[src/rtl/apb_cmd_master.sv]
// rtl/apb_cmd_master.sv - valid/ready command stream to APB requester with per-slave psel and pready timeout
module apb_cmd_master #(
  parameter int ADDR_WIDTH = 8,
  parameter int DATA_WIDTH = 8,
  parameter int NUM_SLAVES = 4,
  parameter int TIMEOUT    = 16,
  localparam int SEL_WIDTH = (NUM_SLAVES > 1) ? $clog2(NUM_SLAVES) : 1
) (
  input  logic                  clk,
  input  logic                  arst_n,
  input  logic                  req_valid,
  output logic                  req_ready,
  input  logic [SEL_WIDTH-1:0]  req_sel,
  input  logic [ADDR_WIDTH-1:0] req_addr,
  input  logic                  req_write,
  input  logic [DATA_WIDTH-1:0] req_wdata,
  output logic                  rsp_valid,
  input  logic                  rsp_ready,
  output logic [DATA_WIDTH-1:0] rsp_rdata,
  output logic                  rsp_err,
  output logic [NUM_SLAVES-1:0] psel,
  output logic                  penable,
  output logic [ADDR_WIDTH-1:0] paddr,
  output logic                  pwrite,
  output logic [DATA_WIDTH-1:0] pwdata,
  input  logic [DATA_WIDTH-1:0] prdata,
  input  logic                  pready
);

  // Counter only has to reach TIMEOUT-1, so clog2(TIMEOUT) bits are enough.
  localparam int CNT_W = (TIMEOUT > 1) ? $clog2(TIMEOUT) : 1;
  localparam logic [CNT_W-1:0] LP_TO_LAST = CNT_W'((TIMEOUT > 0) ? TIMEOUT - 1 : 0);

  typedef enum logic [1:0] {
    S_IDLE   = 2'd0,
    S_SETUP  = 2'd1,
    S_ACCESS = 2'd2,
    S_RESP   = 2'd3
  } state_t;

  state_t                  r_state;
  state_t                  w_state_nxt;
  logic [SEL_WIDTH-1:0]    r_sel;
  logic [ADDR_WIDTH-1:0]   r_addr;
  logic                    r_write;
  logic [DATA_WIDTH-1:0]   r_wdata;
  logic [DATA_WIDTH-1:0]   r_rdata;
  logic                    r_err;
  logic [CNT_W-1:0]        r_cnt;

  logic                    w_sel_ok;
  logic                    w_timeout;
  logic [NUM_SLAVES-1:0]   w_psel_onehot;

  // Widened compare so the legality check stays meaningful when NUM_SLAVES is a power of two.
  assign w_sel_ok      = ({1'b0, req_sel} < (SEL_WIDTH + 1)'(NUM_SLAVES));
  assign w_timeout     = (TIMEOUT != 0) && (r_cnt == LP_TO_LAST);
  assign w_psel_onehot = NUM_SLAVES'(1) << r_sel;

  assign paddr     = r_addr;
  assign pwrite    = r_write;
  assign pwdata    = r_wdata;
  assign rsp_rdata = r_rdata;
  assign rsp_err   = r_err;

  // State register; reset abandons any transfer in flight.
  always_ff @(posedge clk or negedge arst_n) begin
    if (!arst_n) begin
      r_state <= S_IDLE;
    end else begin
      r_state <= w_state_nxt;
    end
  end

  // Next-state and state-decoded handshake / APB control outputs.
  always_comb begin
    w_state_nxt = r_state;
    req_ready   = 1'b0;
    rsp_valid   = 1'b0;
    psel        = '0;
    penable     = 1'b0;
    case (r_state)
      S_IDLE: begin
        req_ready = 1'b1;
        if (req_valid) begin
          w_state_nxt = w_sel_ok ? S_SETUP : S_RESP;
        end
      end
      S_SETUP: begin
        psel        = w_psel_onehot;
        w_state_nxt = S_ACCESS;
      end
      S_ACCESS: begin
        psel    = w_psel_onehot;
        penable = 1'b1;
        if (pready || w_timeout) begin
          w_state_nxt = S_RESP;
        end
      end
      S_RESP: begin
        rsp_valid = 1'b1;
        if (rsp_ready) begin
          w_state_nxt = S_IDLE;
        end
      end
      default: w_state_nxt = S_IDLE;
    endcase
  end

  // Command latch, wait counter and response capture; pready beats the timeout.
  always_ff @(posedge clk or negedge arst_n) begin
    if (!arst_n) begin
      r_sel   <= '0;
      r_addr  <= '0;
      r_write <= 1'b0;
      r_wdata <= '0;
      r_rdata <= '0;
      r_err   <= 1'b0;
      r_cnt   <= '0;
    end else begin
      case (r_state)
        S_IDLE: begin
          if (req_valid) begin
            r_sel   <= req_sel;
            r_addr  <= req_addr;
            r_write <= req_write;
            r_wdata <= req_wdata;
            r_rdata <= '0;
            r_err   <= ~w_sel_ok;
            r_cnt   <= '0;
          end
        end
        S_ACCESS: begin
          if (pready) begin
            r_rdata <= r_write ? '0 : prdata;
            r_err   <= 1'b0;
          end else if (w_timeout) begin
            r_rdata <= '0;
            r_err   <= 1'b1;
          end else begin
            r_cnt <= r_cnt + 1'b1;
          end
        end
        default: ;
      endcase
    end
  end

endmodule

[config.mk]
export PLATFORM = sky130hd
export DESIGN_NAME = apb_cmd_master
export DESIGN_NICKNAME = d
export VERILOG_FILES = /design/src/rtl/apb_cmd_master.sv
export SDC_FILE = /design/constraint.sdc
export NUM_CORES = 1
export LEC_CHECK = 0
export BUFFER_PORTS_ARGS = -buffer_cell sky130_fd_sc_hd__buf_4
export CORE_MARGIN = 2
export CORE_UTILIZATION = 42
export DETAILED_ROUTE_END_ITERATION = 10
export PLACE_DENSITY = 0.82
export SYNTH_ARGS = -nofsm -noshare
export SYNTH_HDL_FRONTEND = slang
export SYNTH_SLANG_ARGS = --single-unit
[constraint.sdc]
create_clock -name clk -period 1.6 [get_ports clk]
set_input_delay 0.08 -clock clk [delete_from_list [all_inputs] [get_ports clk]]
set_output_delay 0.08 -clock clk [all_outputs]
set_load 0.005 [all_outputs]
==> results.json <==
{
  "outcome": "finished with violations",
  "violations": "setup timing",
  "cp.arrival_ps": 1800,
  "route.vias.total": 1254,
  "vias_per_cell": 4.918,
  "regArea_um2": 850.8,
  "rows": 22,
  "drt_wl_total_um": 3528,
  "required_ps": 1770,
  "area_growth_pct": 54.18,
  "synth-seq-area-share": 0.5515,
  "cp_top_family": "flip-flops",
  "synth-xor-area-share": 0,
  "layout_worst_path_cycle_share": 1.021,
  "syn_area_um2": 1543,
  "crit_slowest_cell": "dfrtp_1",
  "peakVddDrop_mv": 0.8756,
  "cts_buffer_depth": 2,
  "hold_violations": 0,
  "max_cap_violations": 0,
  "rsz0062_at_grt": "true",
  "synth_compound_area_frac": 0.04298,
  "yosys_warnings": 0,
  "n_antenna_cell": 0,
  "synth-simple-area-share": 0.1103,
  "final_cell_area_um2": 2379,
  "syn_nets": 161,
  "clock_latency_ps": 280,
  "tritoncts": "yes",
  "multiInputGateArea_um2": 694.4,
  "nNetsFinal": 243,
  "drv_slew": 0,
  "core_area_um2": 3606,
  "cts_buffers": 5,
  "r2r_setup_slack_ps": -30,
  "fillers": 302,
  "grt_pass1_wl_um": 5678,
  "io_pins": 65,
  "grt_use_total": 0.1775,
  "routabilityCongestion": 0.8138,
  "clkSinkCount": 34,
  "ys_types": 28,
  "dieArea_um2": 4174,
  "cts_max_level": 2,
  "tightest_slew_ps": 422.1,
  "place_area_um2": 2160,
  "first_iter_violations": 60,
  "start_kind": "flip-flop",
  "postSynthAreaPerCell_um2": 12.44,
  "ys_ff_latch": 34,
  "skew_ps": 3.332,
  "endpoint_kind": "flip-flop",
  "muxShareOfSynthArea": 0.2133,
  "hpwlAfterDp_um": 2453,
  "grt_antenna_before_repair": 0,
  "ant_nets": 0,
  "drive_gt1_frac": 0.5845,
  "drc": 0,
  "critPathBufInv": 1,
  "period_minus_slack_ps": 1633,
  "path_cells": "ha_2, nor2b_4, a222oi_1, buf_4, mux2_4",
  "finalSetupTns_ps": -32.81,
  "worstHoldPathType": "in -> reg",
  "synth_cells": 124,
  "synth-adder-area-share": 0.04055,
  "synth_top_family_by_area": "multiplexers",
  "crit_type": "reg -> reg",
  "grt-ovfl-total": 0,
  "max_freq_ghz": 0.6124,
  "cts-root-buf": "clkbuf_8",
  "critPathMaxFanout": 4,
  "max_slew_margin": 0.7186,
  "wl_per_cell_um": 13.84,
  "power_density_nw_per_um2": 1872,
  "fp.dieH_um": 64.61,
  "setup_violations": 1,
  "grt_start_max_net_pins": 35,
  "first_pass_iters": 4,
  "die_x_um": 64.61,
  "grt_pass1_vias": 1317,
  "slowest_delay_ps": 420,
  "cts.clk_slew.worst_paths_ps": 70,
  "initial_core_util": 0.4278,
  "p_leak_nw": 1.182,
  "numPortBuffers": 64,
  "setup_ws_ps": -32.81
}
## stage by stage
step | power, mW | instances | hold WS [ps] | utilization | setup slack, ps
final | 4.453 | 255 | 22.53 | 0.6596 | -32.81
after global routing | 4.778 | 255 | 3.479 | 0.6596 | -161.3
after CTS | 4.286 | 254 | 16.26 | 0.6402 | -24.61
after detailed placement | 3.484 | 242 | 51.24 | 0.5989 | -69.41
after global placement | 3.416 | 242 | 48.75 | 0.5989 | -3.112
after floorplan | 2.430 | 124 | -215.6 | - | -40.84
## report_power, final
part           total, mW  internal (mW)  switching [mW]
registers           1.47           1.24           0.234
logic               2.32           1.45           0.864
clock network      0.660          0.346           0.314
## layout make-up
| cell class | count | share of cell area |
|---|---|---|
| Tap cell | 48 | 0.02525 |
| Multi-Input combinational cell | 74 | 0.2920 |
| Sequential cell | 34 | 0.3577 |
| Timing Repair Buffer | 79 | 0.2662 |
| Clock inverter | 2 | 0.005260 |
| Clock buffer | 6 | 0.03472 |
| Inverter | 12 | 0.01894 |
## cell families after synthesis
group | Yosys count
AO/OA/AOI/OAI | 9
adder cells (fa/ha/maj) | 5
buffers and inverters | 16
flip-flops | 34
multiplexers | 30
AND/OR/NAND/NOR | 30
## final timing paths
path,from,endpoint,cells past startpoint
setup reg to reg,r_state[1],r_state[1],5
hold reg to reg,paddr[7],paddr[7],1
setup / recovery,r_state[1],r_state[1],5
hold / removal,req_addr[0],paddr[0],2
min in group asynchronous,arst_n,rsp_rdata[6],2
max in group asynchronous,arst_n,pwdata[3],2
## state kept, by name (all words and copies together) (netlist names)
register   count
r_cnt          4
r_state        2
r_sel          2
rsp_err        1
rsp_rdata      8
pwrite         1
pwdata         8
paddr          8
## worst reg2reg max path, stage by stage, from the launching register on
cell      delay [ps]
dfrtp_1          420
ha_2             210
nor2b_4          130
a222oi_1         290
buf_4            190
mux2_4           290
## layout by cell type, fill, tap and decap left out, drive strengths merged, types with 3 or more instances in the layout
cell / n
buf: 77
mux2i: 10
clkbuf: 7
inv: 12
nand3: 3
and3: 3
nand2: 11
mux2: 20
dfrtp: 34
ha: 5
## timing repair
action / 4_1_cts / 5_1_grt
gates cloned: 0 / 1
buffers inserted: 3 / 0
endpoints found under the hold margin: 34 / 0
gates resized for setup: 5 / 11
hold buffers: 1 / 0
setup endpoints to repair: 11 / 31
pin swaps: 1 / 5
## routing by layer
| layer | vias up | routed length [um] | share of wire | track usage |
|---|---|---|---|---|
| met5 | - | 0 | 0 | 0 |
| met4 | 0 | 26 | 0.0074 | 0.06383 |
| met3 | 5 | 273 | 0.077 | 0.07639 |
| met2 | 51 | 1775 | 0.50 | 0.2995 |
| met1 | 608 | 1451 | 0.41 | 0.2000 |
| li1 | 590 | - | - | - |
## synth_stat cells
| master | number | area share |
|---|---|---|
| a211o_1 | 2 | 0.011 |
| a21oi_1 | 1 | 0.0032 |
| a222oi_1 | 1 | 0.0065 |
| and3_1 | 2 | 0.0081 |
| and3_2 | 1 | 0.0049 |
| and3b_1 | 2 | 0.011 |
| and4_2 | 1 | 0.0065 |
| buf_1 | 1 | 0.0024 |
| buf_2 | 3 | 0.0097 |
| dfrtp_1 | 34 | 0.55 |
| ha_1 | 5 | 0.041 |
| inv_1 | 12 | 0.029 |
| mux2_1 | 1 | 0.0073 |
| mux2_2 | 19 | 0.14 |
| mux2i_1 | 9 | 0.058 |
| mux2i_2 | 1 | 0.0089 |
| nand2_1 | 11 | 0.027 |
| nand2b_1 | 2 | 0.0081 |
| nand3_1 | 3 | 0.0097 |
| nand4b_1 | 1 | 0.0057 |
| nor2_1 | 2 | 0.0049 |
| nor2b_1 | 1 | 0.0041 |
| nor3b_1 | 1 | 0.0049 |
| nor4b_1 | 2 | 0.011 |
| o211ai_1 | 2 | 0.0097 |
| o21ai_0 | 2 | 0.0065 |
| o22a_1 | 1 | 0.0057 |
| or2_1 | 1 | 0.0041 |
No activity file was read; power rests on OpenSTA's default activity.
